==> src/rtl/trace_fabric_pkg.sv <==
// Shared types and default widths for the trace fabric merge/split blocks.
package trace_fabric_pkg;

    localparam int TRACE_DATA_WIDTH    = 8;
    localparam int TRACE_CHANNEL_WIDTH = 2;

    typedef enum logic {
        IDLE   = 1'b0,
        LOCKED = 1'b1
    } state_t;

endpackage

==> src/rtl/trace_fabric_rr_arbiter.sv <==
// Combinational round-robin select: first requester after last_grant_i, wrapping.
module trace_fabric_rr_arbiter #(
    parameter int IDX_WIDTH = 2
) (
    input  logic [2**IDX_WIDTH-1:0] req_i,
    input  logic [IDX_WIDTH-1:0]    last_grant_i,
    output logic [IDX_WIDTH-1:0]    grant_o,
    output logic                    any_req_o
);

    localparam int N = 2**IDX_WIDTH;

    logic [IDX_WIDTH-1:0] idx;

    // Scan from the farthest offset down so the nearest requester is written last.
    // Offset N wraps to last_grant_i itself, giving it the lowest priority.
    always_comb begin
        grant_o = '0;
        idx     = '0;
        for (int k = N; k >= 1; k--) begin
            idx = last_grant_i + IDX_WIDTH'(k);
            if (req_i[idx]) begin
                grant_o = idx;
            end
        end
    end

    assign any_req_o = |req_i;

endmodule

==> src/rtl/trace_fabric_packet_mux.sv <==
// Packet-locked round-robin N-to-1 stream merger with a registered output stage;
// each output beat is tagged with its source index on out_channel.
module trace_fabric_packet_mux
    import trace_fabric_pkg::*;
#(
    parameter int DATA_WIDTH    = TRACE_DATA_WIDTH,
    parameter int CHANNEL_WIDTH = TRACE_CHANNEL_WIDTH,
    localparam int NUM_INPUTS   = 2**CHANNEL_WIDTH
) (
    input  logic                             clk,
    input  logic                             reset_n,
    input  logic [NUM_INPUTS-1:0]            in_valid,
    output logic [NUM_INPUTS-1:0]            in_ready,
    input  logic [NUM_INPUTS*DATA_WIDTH-1:0] in_data,
    input  logic [NUM_INPUTS-1:0]            in_startofpacket,
    input  logic [NUM_INPUTS-1:0]            in_endofpacket,
    output logic                             out_valid,
    input  logic                             out_ready,
    output logic [DATA_WIDTH-1:0]            out_data,
    output logic [CHANNEL_WIDTH-1:0]         out_channel,
    output logic                             out_startofpacket,
    output logic                             out_endofpacket,
    output logic                             err_missing_sop
);

    state_t                   state_q;
    logic [CHANNEL_WIDTH-1:0] lock_idx_q;
    logic [CHANNEL_WIDTH-1:0] last_grant_q;
    logic                     out_valid_q;
    logic [DATA_WIDTH-1:0]    out_data_q;
    logic [CHANNEL_WIDTH-1:0] out_channel_q;
    logic                     out_sop_q;
    logic                     out_eop_q;
    logic                     err_missing_sop_q;

    logic                     stage_ready;
    logic                     grant_active;
    logic                     accept;
    logic                     arb_any;
    logic [CHANNEL_WIDTH-1:0] arb_grant;
    logic [CHANNEL_WIDTH-1:0] grant;
    logic                     sel_valid;
    logic [DATA_WIDTH-1:0]    sel_data;
    logic                     sel_sop;
    logic                     sel_eop;

    trace_fabric_rr_arbiter #(
        .IDX_WIDTH (CHANNEL_WIDTH)
    ) u_arb (
        .req_i        (in_valid),
        .last_grant_i (last_grant_q),
        .grant_o      (arb_grant),
        .any_req_o    (arb_any)
    );

    assign stage_ready  = out_ready || !out_valid_q;
    // While locked the grant is pinned even across source bubbles, so no other
    // source can slip a beat into the middle of a packet.
    assign grant        = (state_q == LOCKED) ? lock_idx_q : arb_grant;
    assign grant_active = (state_q == LOCKED) || arb_any;

    assign sel_valid = in_valid[grant];
    assign sel_data  = in_data[grant*DATA_WIDTH +: DATA_WIDTH];
    assign sel_sop   = in_startofpacket[grant];
    assign sel_eop   = in_endofpacket[grant];
    assign accept    = stage_ready && grant_active && sel_valid;

    generate
        for (genvar gi = 0; gi < NUM_INPUTS; gi++) begin : g_ready
            assign in_ready[gi] = stage_ready && grant_active
                                  && (grant == CHANNEL_WIDTH'(gi));
        end
    endgenerate

    always_ff @(posedge clk or negedge reset_n) begin
        if (!reset_n) begin
            state_q           <= IDLE;
            lock_idx_q        <= '0;
            last_grant_q      <= CHANNEL_WIDTH'(NUM_INPUTS - 1);
            out_valid_q       <= 1'b0;
            out_data_q        <= '0;
            out_channel_q     <= '0;
            out_sop_q         <= 1'b0;
            out_eop_q         <= 1'b0;
            err_missing_sop_q <= 1'b0;
        end else begin
            if (accept) begin
                out_valid_q   <= 1'b1;
                out_data_q    <= sel_data;
                out_channel_q <= grant;
                out_sop_q     <= sel_sop;
                out_eop_q     <= sel_eop;
            end else if (out_ready) begin
                out_valid_q   <= 1'b0;
            end

            if (accept) begin
                if (sel_eop) begin
                    last_grant_q <= grant;
                end
                case (state_q)
                    IDLE: begin
                        if (!sel_sop) begin
                            err_missing_sop_q <= 1'b1;
                        end
                        if (!sel_eop) begin
                            state_q    <= LOCKED;
                            lock_idx_q <= grant;
                        end
                    end
                    LOCKED: begin
                        if (sel_eop) begin
                            state_q <= IDLE;
                        end
                    end
                    default: state_q <= IDLE;
                endcase
            end
        end
    end

    assign out_valid         = out_valid_q;
    assign out_data          = out_data_q;
    assign out_channel       = out_channel_q;
    assign out_startofpacket = out_sop_q;
    assign out_endofpacket   = out_eop_q;
    assign err_missing_sop   = err_missing_sop_q;

endmodule

==> config.mk <==
export PLATFORM = sky130hd
export DESIGN_NAME = trace_fabric_packet_mux
export DESIGN_NICKNAME = d
export VERILOG_FILES = /design/src/rtl/trace_fabric_pkg.sv /design/src/rtl/trace_fabric_rr_arbiter.sv /design/src/rtl/trace_fabric_packet_mux.sv
export SDC_FILE = /design/constraint.sdc
export NUM_CORES = 1
export LEC_CHECK = 0
export ABC_AREA = 1
export CORE_UTILIZATION = 44
export CTS_CLUSTER_DIAMETER = 50
export CTS_CLUSTER_SIZE = 14
export DETAILED_ROUTE_END_ITERATION = 16
export PLACE_DENSITY = 0.85
export SYNTH_ARGS = -nofsm -noshare
export SYNTH_HDL_FRONTEND = slang
export SYNTH_SLANG_ARGS = --single-unit
==> constraint.sdc <==
create_clock -name clk -period 4.85 [get_ports clk]
set_input_delay 1.2125 -clock clk [delete_from_list [all_inputs] [get_ports clk]]
set_output_delay 1.2125 -clock clk [all_outputs]
set_load 0.02 [all_outputs]
* Word-level counts from Yosys, hierarchy flattened *
Cells that the tools add are included.

cells by class
  add/sub/neg operators = 3
  reductions and logical operators = 15
  shift-type cells = 1
  bitwise gates (word level) = 3
  equality and inequality tests = 3
  $lt $le $gt $ge = 5
  muxes and demuxes = 22

operators by type and width
  cell                                                 count
  indexed part select 32 x 6 -> 8 bit                  1
  < comparator 2 x 3 -> 1 bit (second input constant)  5
  binary-select mux 1 bit (select 2 bit)               7
  2-to-1 mux 1 bit                                     10
  2-to-1 mux 2 bit                                     5
  logical AND 1 bit                                    6
  AND reduction 3 bit                                  2
  adder 2 bit (second input constant)                  2
  == test 2 bit (second input constant)                2
  OR reduction 4 bit                                   1
  inverter 1 bit                                       3
  adder 2 x 1 -> 2 bit (second input constant)         1
  == test 2 x 1 -> 1 bit (second input constant)       1
  zero test 2 bit                                      1
  logical OR 1 bit                                     2
  AND reduction 2 bit                                  1
  nonzero test 2 bit                                   1
  zero test 1 bit                                      1

word-level totals
  register bits after elaboration = 19

* Logic depth before layout (Yosys ltp) *
  word-level depth = 11
  depth in mapped cells = 19

* Cells and area by module *
From an unflattened synthesis, not the netlist that was laid out.

unflattened totals
  cells, all modules = 222
  area total of the unflattened synthesis = 1437.6 um^2

by module, submodules not included
  module                   cells each  times used  area each (um^2)  seq. area each (um^2)
  trace_fabric_packet_mux  171         1           1171.1            478.0
  trace_fabric_rr_arbiter  51          1           266.5             0.0

* Worst setup path before layout *
OpenSTA, ideal clock, no wires.

  kind = input to output
  start point = input in_valid[3]
  end point = output in_ready[0]
  arrival = 2.625 ns
  stages on the path = 12
  path buffers = 1
  slack = 1.012 ns
  path through = inv_1 -> nand2_1 -> nand3_1 -> nand2_1 -> inv_1 -> nand2_1 -> nand3_1 -> nand3_4 -> nand2_4 -> buf_2 -> inv_1 -> nor3_1

on the way
  word-level cells in the longest chain between the ends = 9

RTL lines
  item                                    line                           text
  start, declared                         trace_fabric_packet_mux.sv:12  input logic [NUM_INPUTS-1:0] in_valid,
  binary-select mux 1 bit (select 2 bit)  trace_fabric_rr_arbiter.sv:22  if (req_i[idx]) begin
  2-to-1 mux 1 bit (implied by the code)  trace_fabric_rr_arbiter.sv:22
  2-to-1 mux 2 bit (4 in series)          trace_fabric_rr_arbiter.sv:22
  2-to-1 mux 2 bit                        trace_fabric_packet_mux.sv:59  assign grant = (state_q == LOCKED) ? lock_idx_q : arb_grant;
  zero test 2 bit                         trace_fabric_packet_mux.sv:71  && (grant == CHANNEL_WIDTH'(gi));
  logical AND 1 bit *                     trace_fabric_packet_mux.sv:71
  end, declared                           trace_fabric_packet_mux.sv:13  output logic [NUM_INPUTS-1:0] in_ready,

Every way passes the cells marked *; elsewhere a longest branch is shown, timed or not. The select of a mux whose other input is x is not followed.

* Final worst setup path *
  start point = input in_valid[3]
  end point = output in_ready[2]

on the way
  word-level cells in the longest chain between the ends = 9

RTL lines
  item                                    line
  binary-select mux 1 bit (select 2 bit)  trace_fabric_rr_arbiter.sv:22
  2-to-1 mux 1 bit (implied by the code)  trace_fabric_rr_arbiter.sv:22
  2-to-1 mux 2 bit (4 in series)          trace_fabric_rr_arbiter.sv:22
  2-to-1 mux 2 bit                        trace_fabric_packet_mux.sv:59
  == test 2 bit                           trace_fabric_packet_mux.sv:71
  logical AND 1 bit *                     trace_fabric_packet_mux.sv:71

Marks and branches as above.

==> flow_summary.json <==
{
  "ctsResizeCount": 0,
  "finalCriticalPeriod_ns": 4.62,
  "drc": 0,
  "port_buffers": 64,
  "antenna_found_initial": 0,
  "synth.top_cell.area_share_pct": 30.6,
  "rsz0062_at_grt": "false",
  "report.final.hold_viol_count": 0,
  "critPathCaptureType": "output pin",
  "synth_seq_area_share_pct": 34.4,
  "post_cts_buffers": 0,
  "grt_max_degree": 26,
  "fin_crit_sh_pct": 95.2,
  "cp.arrival_ns": 3.41,
  "max-slew-margin-rel_pct": 44.4,
  "ys_seq_elements": 19,
  "synth_edf_count": 0,
  "wl_um": 3760,
  "crit_path_start": "in_valid[3]",
  "use_met3_pct": 5.13,
  "busiest_layer": "met2",
  "path_max_fanout": 5,
  "die_w_um": 58.2,
  "fin_skew_ns": 0.00313,
  "slew_viol_final": 0,
  "ios": 65,
  "overflow": 0,
  "worstSkewPairLatency_ns": 0.30,
  "rows": 20,
  "synth.distinct_cells": 25,
  "critPathSlowestCell": "clkdlybuf4s50_1",
  "drive_gt1_share_pct": 11.1,
  "cts-root-buf": "clkbuf_4",
  "nets": 318,
  "reg2reg_from": "last_grant_q[0]$_DFFE_PN1P_",
  "crit_top_cell": "nand2_1",
  "vias": 1582,
  "crit_chain": "clkdlybuf4s50_1 -> inv_1 -> nand2_1 -> nand3_1 -> nand2_1 -> inv_1 -> nand2_1 -> nand2_1 -> nand2_2 -> nand3_4 -> nand2_4 -> inv_1 -> nor3_1 -> clkdlybuf4s50_1",
  "syn_area_um2": 1390,
  "syn_avg_cell_area_um2": 6.74,
  "vdd_drop_max_mv": 0.459,
  "netlist_top_cells_count": "nand2_1, nand3_1, dfrtp_1",
  "syn_inst": 206,
  "grt_pass1_vias": 1500,
  "total_power_mw": 1.60,
  "drtIter0Drc": 72,
  "core_um2": 3030,
  "synth_area_leader_cell": "dfrtp_1",
  "path_buf_inv": 5,
  "finalCoreUtilization_pct": 68.9,
  "hp-start": "err_missing_sop$_DFFE_PN0P_",
  "p_per_area_nw_per_um2": 768,
  "dp_slack_ns": 0.287,
  "finalSetupViolations": 0,
  "dr.pass1.iters": 4,
  "crit_type": "in -> out",
  "clkSinkCount": 19,
  "worst_pin_slew_ns": 0.831,
  "power_leakage_nw": 0.978,
  "cts_hold_buf": 0,
  "critPathTopFamily": "buffers and inverters",
  "gp_congestion": 0.846,
  "max-clock-path-buffers": 2,
  "yosysMostFrequentCell": "nand2_1",
  "vias_per_cell": 5.04,
  "async_flop_share_pct": 100,
  "postLayoutCellArea_um2": 2090,
  "grtUsageMet2_pct": 43.8,
  "cts_tree": "done",
  "grt_use_total_pct": 24.2,
  "grt_use_met1_pct": 28.2,
  "postPlaceCellArea_um2": 2060,
  "dpl.hpwl_um": 2910,
  "hp-class": "reg -> reg",
  "ant_nets": 0,
  "cts-buffers-inserted": 3,
  "syn_to_final_growth_pct": 50.2,
  "die_h_um": 58.2,
  "synth-main-ff-cell": "dfrtp_1",
  "setup_slack_ns": 0.231,
  "dieArea_um2": 3380,
  "yosys_warnings": 0,
  "antenna_cells": 0,
  "outcome": "finished, final reports clean",
  "max_stage_delay_ns": 0.64,
  "path_clk_slew_ns": 0.11,
  "synthTopCellsByArea": "dfrtp_1, nand2_1, nand3_1, nand4_1, dfstp_2",
  "wire_per_inst_um": 12.0,
  "required_ns": 3.64,
  "cp-start-kind": "primary input",
  "synth_fp_nets": 253,
  "setup-tns-final_ns": 0,
  "grt_pass1_wl_um": 6280,
  "cap_violations": 0,
  "max_freq_mhz": 217,
  "start_util_pct": 45.9,
  "htree_levels": 1
}
==> state kept, by name, indices dropped and copies added, names as in the netlist <==
register	flops
lock_idx_q	2
out_valid	1
out_channel	2
state_q	1
out_startofpacket	1
out_endofpacket	1
err_missing_sop	1
out_data	8
last_grant_q	2
==> layout make-up <==
type / instances / area [µm²]
inverters: 13 / 53.8
repair buffers: 68 / 671
multi-input cells: 166 / 801
clock inverters: 1 / 5.00
well taps: 44 / 55.1
clock buffers: 3 / 22.5
flip-flops and latches: 19 / 478
fillers: 275 / 942
==> power breakdown <==
part           leakage (nW)  switching (mW)  internal, mW
sequential            0.230          0.0601         0.242
combinational         0.730           0.760         0.457
clock                0.0177          0.0510        0.0308
==> cells by family (layout without fill, tap and decap cells) <==
group / Yosys count / count (layout) / share of synthesized area, %
compound gates: 13 / 13 / 6.76
buf+inv: 21 / 85 / 7.93
flops: 19 / 19 / 34.4
simple gates: 153 / 153 / 50.9
==> metal layers <==
layer / vias up / wire length (µm)
li1: 804 / -
met4: 0 / 34
met5: - / 0
met1: 713 / 1580
met3: 4 / 257
met2: 61 / 1890
==> tightest hold or removal path: stages (launching register included) <==
cell	delay, ns
dfrtp_1	0.36
inv_1	0.04
nand2_1	0.05
==> per-stage QoR <==
step           std cells  hold slack, ns
4_1_cts              314           0.484
2_1_floorplan        206           0.434
6_report             314           0.476
5_1_grt              314           0.493
3_3_place_gp         310           0.459
3_5_place_dp         310           0.456
==> path summary, 6_finish.rpt <==
path | to | slack (ns) | cells after the start
setup / recovery | in_ready[2] | 0.23 | 14
hold / removal | err_missing_sop$_DFFE_PN0P_ | 0.48 | 2
setup reg to reg | last_grant_q[1]$_DFFE_PN1P_ | 2.23 | 18
hold reg to reg | err_missing_sop$_DFFE_PN0P_ | 0.48 | 2
max in group asynchronous | out_channel[1]$_DFFE_PN0P_ | 2.96 | 1
min in group asynchronous | out_data[4]$_DFFE_PN0P_ | 1.38 | 1
==> cell usage in the layout, fill, tap and decap left out, drive strengths merged <==
| master | synthesis | final |
|---|---|---|
| nand2 | 97 | 97 |
| clkdlybuf4s50 | 0 | 64 |
| nand3 | 34 | 34 |
| dfrtp | 17 | 17 |
| inv | 13 | 13 |
| nand4 | 10 | 10 |
| nor2 | 7 | 7 |
| o21ai | 6 | 6 |
| a21oi | 4 | 4 |
| nor3 | 4 | 4 |
| buf | 7 | 4 |
| clkbuf | 1 | 3 |
| dfstp | 2 | 2 |
| o22ai | 1 | 1 |
| a21boi | 1 | 1 |
| or2 | 1 | 1 |
| o21bai | 1 | 1 |
| clkinv | 0 | 1 |
(Power assumes the default switching activity.)
